==> src/rtl/ram_pkg.sv <==
// Shared definitions for the DRAM refresh logic: refresh FSM states and the
// default timing constants used by the RAM controller and its bench.
package ram_pkg;

   typedef enum logic [1:0] {
      IDLE = 2'd0,
      PEND = 2'd1,
      URG  = 2'd2,
      GAP  = 2'd3
   } ref_state_e;

   localparam int REF_INTERVAL = 375;
   localparam int REF_URG_AGE  = 64;
   localparam int REF_DEBT_MAX = 3;

endpackage

==> src/rtl/ref_interval_ctr.sv <==
// Free-running refresh interval counter; tick_o marks the last cycle of each
// interval. Dropping en_i parks the counter at zero so re-enabling restarts it.
module ref_interval_ctr
   import ram_pkg::*;
#(
   parameter int INTERVAL = REF_INTERVAL
) (
   input  logic CLK,
   input  logic nRESET,
   input  logic en_i,
   output logic tick_o
);

   localparam int ICW = $clog2(INTERVAL);
   localparam logic [ICW-1:0] IC_LAST = ICW'(INTERVAL - 1);

   logic [ICW-1:0] ic_q;
   logic [ICW-1:0] ic_d;

   assign tick_o = en_i && (ic_q == IC_LAST);

   always_comb begin
      ic_d = '0;
      if (en_i && (ic_q != IC_LAST)) begin
         ic_d = ic_q + ICW'(1);
      end else begin
         ic_d = '0;
      end
   end

   always_ff @(posedge CLK) begin
      if (!nRESET) begin
         ic_q <= '0;
      end else begin
         ic_q <= ic_d;
      end
   end

endmodule

==> src/rtl/ram_refresh_timer.sv <==
// DRAM refresh request generator: tracks refresh debt and request age and
// drives registered RefReq/RefUrg with a one-cycle low gap after every ack.
module ram_refresh_timer
   import ram_pkg::*;
#(
   parameter int INTERVAL = REF_INTERVAL,
   parameter int URG_AGE  = REF_URG_AGE,
   parameter int DEBT_MAX = REF_DEBT_MAX
) (
   input  logic CLK,
   input  logic nRESET,
   input  logic RefEn,
   input  logic RefAck,
   output logic RefReq,
   output logic RefUrg,
   output logic RefMiss
);

   localparam int DW = $clog2(DEBT_MAX + 1);
   localparam int AW = $clog2(URG_AGE + 1);
   localparam logic [DW-1:0] D_MAX = DW'(DEBT_MAX);
   localparam logic [DW-1:0] D_TWO = DW'(2);
   localparam logic [AW-1:0] A_MAX = AW'(URG_AGE);

   ref_state_e     state_q, state_d;
   logic [DW-1:0]  debt_q, debt_d;
   logic [AW-1:0]  age_q, age_d;
   logic           miss_d;
   logic           req_d, urg_d;
   logic           tick_s;
   logic           ack_ok_s;

   ref_interval_ctr #(.INTERVAL(INTERVAL)) u_ic (
      .CLK    (CLK),
      .nRESET (nRESET),
      .en_i   (RefEn),
      .tick_o (tick_s)
   );

   assign ack_ok_s = RefAck && ((state_q == PEND) || (state_q == URG)) && (debt_q != '0);

   // A tick coinciding with a valid ack cancels out, so it never counts as a miss.
   always_comb begin
      debt_d = debt_q;
      miss_d = RefMiss;
      if (tick_s && !ack_ok_s) begin
         if (debt_q == D_MAX) begin
            miss_d = 1'b1;
         end else begin
            debt_d = debt_q + DW'(1);
         end
      end else if (ack_ok_s && !tick_s) begin
         debt_d = debt_q - DW'(1);
      end else begin
         debt_d = debt_q;
      end
   end

   always_comb begin
      age_d = age_q;
      if (ack_ok_s || (debt_q == '0)) begin
         age_d = '0;
      end else if (age_q != A_MAX) begin
         age_d = age_q + AW'(1);
      end else begin
         age_d = age_q;
      end
   end

   always_comb begin
      state_d = state_q;
      case (state_q)
         IDLE: state_d = (debt_q != '0) ? PEND : IDLE;
         PEND: begin
            if (ack_ok_s) begin
               state_d = GAP;
            end else if ((age_q == A_MAX) || (debt_q >= D_TWO)) begin
               state_d = URG;
            end else begin
               state_d = PEND;
            end
         end
         URG:  state_d = ack_ok_s ? GAP : URG;
         GAP: begin
            if (debt_q == '0) begin
               state_d = IDLE;
            end else if (debt_q >= D_TWO) begin
               state_d = URG;
            end else begin
               state_d = PEND;
            end
         end
         default: state_d = IDLE;
      endcase
   end

   always_comb begin
      req_d = 1'b0;
      urg_d = 1'b0;
      case (state_d)
         PEND:    begin req_d = 1'b1; urg_d = 1'b0; end
         URG:     begin req_d = 1'b1; urg_d = 1'b1; end
         default: begin req_d = 1'b0; urg_d = 1'b0; end
      endcase
   end

   always_ff @(posedge CLK) begin
      if (!nRESET) begin
         state_q <= IDLE;
         debt_q  <= '0;
         age_q   <= '0;
         RefReq  <= 1'b0;
         RefUrg  <= 1'b0;
         RefMiss <= 1'b0;
      end else begin
         state_q <= state_d;
         debt_q  <= debt_d;
         age_q   <= age_d;
         RefReq  <= req_d;
         RefUrg  <= urg_d;
         RefMiss <= miss_d;
      end
   end

endmodule

==> config.mk <==
export PLATFORM = sky130hd
export DESIGN_NAME = ram_refresh_timer
export DESIGN_NICKNAME = d
export VERILOG_FILES = /design/src/rtl/ram_pkg.sv /design/src/rtl/ref_interval_ctr.sv /design/src/rtl/ram_refresh_timer.sv
export SDC_FILE = /design/constraint.sdc
export NUM_CORES = 1
export LEC_CHECK = 0
export ABC_AREA = 1
export BUFFER_PORTS_ARGS = -buffer_cell sky130_fd_sc_hd__buf_2
export CORE_ASPECT_RATIO = 0.7
export CORE_MARGIN = 2
export CORE_UTILIZATION = 25
export DETAILED_ROUTE_END_ITERATION = 7
export PLACE_DENSITY = 0.4
export SYNTH_ARGS = -nofsm -noshare
export SYNTH_HDL_FRONTEND = slang
export SYNTH_SLANG_ARGS = --single-unit
==> constraint.sdc <==
create_clock -name CLK -period 2.3 [get_ports CLK]
set_clock_uncertainty 0.1 [all_clocks]
set_input_delay 0.23 -clock CLK [delete_from_list [all_inputs] [get_ports CLK]]
set_output_delay 0.23 -clock CLK [all_outputs]
set_load 0.02 [all_outputs]
==> impl_metrics.json, run 1 <==
{
  "start_util": 0.267,
  "syn-num-nets": 173,
  "syn_inst": 160,
  "nets": 184,
  "final_cells": 225,
  "period_share": 0.823,
  "place_area_um2": 1280,
  "tightestPinTransition_ns": 0.245,
  "multi_input_area_um2": 631,
  "grt_pass1_vias": 881,
  "ys_seq_elements": 23,
  "drive_gt1_frac": 0.0882,
  "ff_latch_area_um2": 460,
  "maxSlewViolCount": 0,
  "setup_viol": 0,
  "rsz0062_at_grt": "false",
  "p_leak_nw": 0.527,
  "avgViaCountPerCell": 4.42,
  "synth_cell_type_count": 17,
  "die_x_um": 86.2,
  "h-tree-depth": 1,
  "async_flop_share": 0,
  "coreArea_um2": 4430,
  "wire_per_inst_um": 10.0,
  "rows": 20,
  "fmax_mhz": 528,
  "cts.repair.resized": 0,
  "fin_hold_ws_ns": 0.134,
  "overflow": 0,
  "dpl_worst_slack_ns": 0.417,
  "nFillCells": 465,
  "layout_setup_ws_ns": 0.408,
  "yosysSeqAreaShare": 0.390,
  "cts_buffer_depth": 2,
  "cts-root-buf": "clkbuf_8",
  "grt.total_usage": 0.0951,
  "drtIter0Drc": 41,
  "grt_first_pass_wirelength_um": 3800,
  "yosysTopAreaCellShare": 0.390,
  "post-route-min-period_ns": 1.89,
  "synth.top_cells.by_count": "nand2_1, nor2_1, inv_1, dfxtp_1",
  "required_ns": 2.40,
  "cap_viol_max_count": 0,
  "chipHeight_um": 61.5,
  "slew_headroom": 0.836,
  "synth_largest_area_cell": "dfxtp_1",
  "antenna_found_initial": 0,
  "syn_area_um2": 1180,
  "outcome": "completed",
  "syn2layout_area_growth_pct": 12.2,
  "drc": 0,
  "place_inst": 221,
  "critPathMaxFanout": 7,
  "boundaryPins": 7,
  "ys.flop_type": "dfxtp_1",
  "synth_area_leaders": "dfxtp_1, nand2_1, ha_1",
  "start_kind": "register",
  "io_buffers": 6,
  "antennaDiodeCount": 0,
  "clk_latency_ns": 0.26,
  "post-dp-hpwl_um": 1790,
  "irDropWorstVdd_mv": 0.164,
  "grt_max_degree": 13,
  "hold_viol_final": 0,
  "numCtsBuffers": 3,
  "vias": 994,
  "critical_path_class": "reg -> reg",
  "synth_warnings": 0,
  "cts_tree": "built",
  "worstPathArrival_ns": 2.00,
  "cts_sinks": 23,
  "wl_um": 2260,
  "die-area_um2": 5300,
  "clk_pin_slew_ns": 0.08,
  "p_per_area_nw_per_um2": 500,
  "hold_class": "in -> reg",
  "tns_ns": 0,
  "gp_congestion": 0.764,
  "cts_setup_buffers": 0,
  "synth_edf_count": 0,
  "worstSetupEndpointType": "register",
  "postCtsHoldBufs": 0,
  "drtAntennaViolNets": 0,
  "postLayoutCellArea_um2": 1330,
  "avgSynthCellArea_um2": 7.38,
  "firstDrtPassIters": 4,
  "synth_most_common_cell": "nand2_1"
}
## area by class of cell
type,count,share of cell area
flip-flops and latches,23,0.347
repair buffers,6,0.0227
multi-input cells,113,0.476
well taps,55,0.0519
inverters,24,0.0680
clock buffers,4,0.0340
## cells in the final DEF, fill, tap and decap left out, drive strengths merged
cell type and n:
nor2 27, a21oi 10, nand2 34, dfxtp 23, nor3 1, o21ai 1
ha 9, xnor2 3, nor3b 2, nand3 13, nand3b 1, o31ai 1
buf 6, clkbuf 4, xor2 3, nand4 8, inv 24
## path summary, 6_finish.rpt
check	startpoint	endpoint	slack [ns]	depth (start not counted)
max reg2reg	state_q[0]$_SDFF_PN0_	RefReq$_SDFF_PN0_	0.41	12
min reg2reg	RefMiss$_SDFFE_PN0P_	RefMiss$_SDFFE_PN0P_	0.35	2
max	state_q[0]$_SDFF_PN0_	RefReq$_SDFF_PN0_	0.41	12
min	nRESET	RefUrg$_SDFF_PN0_	0.13	3
## power by group
group | switching [W] | internal (W) | leakage [nW] | total, W
sequential | 0.00000184 | 0.000399 | 0.185 | 0.000401
clock | 0.000125 | 0.000124 | 0.0228 | 0.000249
combinational | 0.00000829 | 0.00000394 | 0.319 | 0.0000122
## registers in the layout, summed over array words and instances (netlist names)
name       flops
RefUrg         1
RefReq         1
age_q          7
debt_q         2
RefMiss        1
u_ic.ic_q      9
state_q        2
## per-stage QoR
step	power (W)	utilization
floorplan	0.000416	-
global placement	0.000424	0.289
detailed placement	0.000423	0.289
CTS	0.000679	0.299
global route	0.000703	0.299
finish	0.000662	0.299
## layer usage
| layer | GRT usage | part of all wire |
|---|---|---|
| met1 | 0.116 | 0.50 |
| met2 | 0.151 | 0.44 |
| met3 | 0.0416 | 0.054 |
| met4 | 0.0363 | 0.0066 |
| met5 | 0 | 0 |
## cells by family (layout without fill, tap and decap cells)
group,Yosys count,in the layout,share of synthesized area
simple gates,86,86,0.341
buf+inv,24,34,0.0763
flops,23,23,0.390
compound gates,12,12,0.0530
fa+ha+maj,9,9,0.0953
xor+xnor,6,6,0.0445
## critical path, cell delays in order (launching register included)
cell     delay (ns)
dfxtp_1        0.36
inv_1          0.07
ha_1           0.28
nand2_1        0.19
nor2_1         0.10
inv_1          0.08
nand3_1        0.07
nand2_1        0.07
nand2_1        0.04
nand2_1        0.07
inv_1          0.04
ha_1           0.26
nor2_1         0.10
(Power assumes the default switching activity.)
==> run 2: changes to the inputs <==
==> constraint.sdc (replaced) <==
create_clock -name CLK -period 1.8 [get_ports CLK]
set_clock_uncertainty 0.1 [all_clocks]
set_input_delay 0.18 -clock CLK [delete_from_list [all_inputs] [get_ports CLK]]
set_output_delay 0.18 -clock CLK [all_outputs]
set_load 0.02 [all_outputs]
==> impl_metrics.json, run 2 (synthesized netlist as in run 1, its figures left out) <==
{
  "drtIter0Drc": 46,
  "hold_class": "in -> reg",
  "p_int_w": 0.000673,
  "multi_input_area_um2": 653,
  "cts_buffer_depth": 2,
  "met2_usage": 0.137,
  "setup_viol": 0,
  "antennaDiodeCount": 0,
  "avgViaCountPerCell": 4.30,
  "antenna_found_initial": 0,
  "tns_ns": 0,
  "use_met3": 0.0362,
  "cts_tree": "built",
  "critical_path_class": "reg -> reg",
  "overflow": 0,
  "required_ns": 1.91,
  "clk_latency_ns": 0.26,
  "top_regs": "u_ic.ic_q: 9 flops, age_q: 7 flops",
  "reg2reg_from": "state_q[0]$_SDFF_PN0_",
  "cts_sinks": 23,
  "min_to": "RefUrg$_SDFF_PN0_",
  "grt.total_usage": 0.0925,
  "grtUsageMet1": 0.126,
  "post-dp-hpwl_um": 1690,
  "slew_headroom": 0.829,
  "outcome": "completed",
  "critPathMaxFanout": 3,
  "coreArea_um2": 4430,
  "rows": 20,
  "irDropWorstVdd_mv": 0.332,
  "nFillCells": 464,
  "numCtsBuffers": 3,
  "nets": 189,
  "post-route-min-period_ns": 1.64,
  "drc": 0,
  "share_comb_of_total_power": 0.019,
  "syn2layout_area_growth_pct": 17.5,
  "start_util": 0.267,
  "grt_busiest_layer": "met2",
  "gp_congestion": 0.702,
  "grt_first_pass_wirelength_um": 3710,
  "period_share": 0.914,
  "vias": 990,
  "p_seq_frac": 0.604,
  "fmax_mhz": 608,
  "worstPathArrival_ns": 1.75,
  "die_x_um": 86.2,
  "grt_max_degree": 13,
  "cts-root-buf": "clkbuf_8",
  "die-area_um2": 5300,
  "drive_gt1_frac": 0.160,
  "whs_path_depth": 3,
  "cap_viol_max_count": 0,
  "chipHeight_um": 61.5,
  "p_per_area_nw_per_um2": 612,
  "finalPower_w": 0.000849,
  "maxSlewViolCount": 0,
  "wl_um": 2220,
  "io_buffers": 6,
  "largest_reg_flops": 9,
  "hp-start": "nRESET",
  "clk_pin_slew_ns": 0.08,
  "top_register": "u_ic.ic_q",
  "layout_common_cells": "nand2_1, nor2_1, inv_1",
  "start_kind": "register",
  "switching_share": 0.207,
  "drtAntennaViolNets": 0,
  "boundaryPins": 7,
  "p_clk_frac": 0.377,
  "hold_viol_final": 0,
  "r2r_slack_ns": 0.16,
  "final_common_cell": "nand2_1",
  "firstDrtPassIters": 4,
  "ff_latch_area_um2": 463,
  "wire_per_inst_um": 9.65,
  "ff2ff_path_depth": 12,
  "p_leak_nw": 0.557,
  "tightestPinTransition_ns": 0.255,
  "power_switching_w": 0.000175,
  "postCtsHoldBufs": 0,
  "grt_pass1_vias": 844,
  "reg2reg_to": "RefReq$_SDFF_PN0_",
  "h-tree-depth": 1,
  "worstSetupEndpointType": "register"
}
-- run 2: cell count changes in the layout (fill, tap and decap cells not counted), sizes merged --
cell  change
buf       +5
-- run 2: final cells by class --
cell class,instances,share of cell area
flip-flops and latches,23,0.334
well taps,55,0.0496
clock buffers,4,0.0325
inverters,24,0.0649
repair buffers,11,0.0487
multi-input cells,113,0.471
-- run 2: what timing repair did --
action / 4_1_cts / 5_1_grt
buffers inserted: 0 / 1
setup endpoints to repair: 0 / 2
gates resized for setup: 0 / 8
-- run 2: how the worst max path moves through the flow --
stage / slack (ns) / start / end
detailed placement: 0.05 / state_q[0]$_SDFF_PN0_ / RefReq$_SDFF_PN0_
global placement: 0.11 / state_q[1]$_SDFF_PN0_ / RefReq$_SDFF_PN0_
global route: -0.004 / state_q[0]$_SDFF_PN0_ / RefReq$_SDFF_PN0_
floorplan: 0.08 / state_q[0]$_SDFF_PN0_ / RefReq$_SDFF_PN0_
CTS: 0.03 / state_q[0]$_SDFF_PN0_ / RefReq$_SDFF_PN0_
finish: 0.16 / state_q[0]$_SDFF_PN0_ / RefReq$_SDFF_PN0_
-- run 2: metal layers --
metal | wire length, um | part of all wire | vias to the layer above
li1 | - | - | 542
met1 | 1180 | 0.53 | 435
met2 | 938 | 0.42 | 11
met3 | 85 | 0.038 | 2
met4 | 15 | 0.0068 | 0
met5 | 0 | 0 | -
-- run 2: metrics by stage --
step                      std cells  setup WS [ns]  hold slack [ns]  utilization  cell area, um2
final                           230          0.155           0.0932        0.313            1390
after global routing            230       -0.00410           0.0963        0.313            1390
after CTS                       229         0.0321           0.0860        0.306            1360
after detailed placement        225         0.0540            0.342        0.296            1310
after global placement          225          0.115            0.339        0.296            1310
after floorplan                 160         0.0847            0.173            -            1180
-- run 2: critical path, stage by stage (launching register included) --
cell and delay (ns):
dfxtp_2 0.35, inv_1 0.08, ha_4 0.27, nand2_2 0.06
nor2_2 0.11, inv_2 0.05, nand3_1 0.07, nand2_1 0.05
nand2_1 0.05, nand2_1 0.06, inv_1 0.05, ha_1 0.22
nor2_1 0.08
-- run 2: power by group through the flow --
stage               clock network [W]    logic, W  registers [W]
global placement                    0   0.0000163       0.000525
CTS                          0.000337   0.0000162       0.000513
finish                       0.000320   0.0000162       0.000513
detailed placement                  0   0.0000161       0.000525
global route                 0.000354   0.0000179       0.000513
floorplan                           0  0.00000751       0.000524
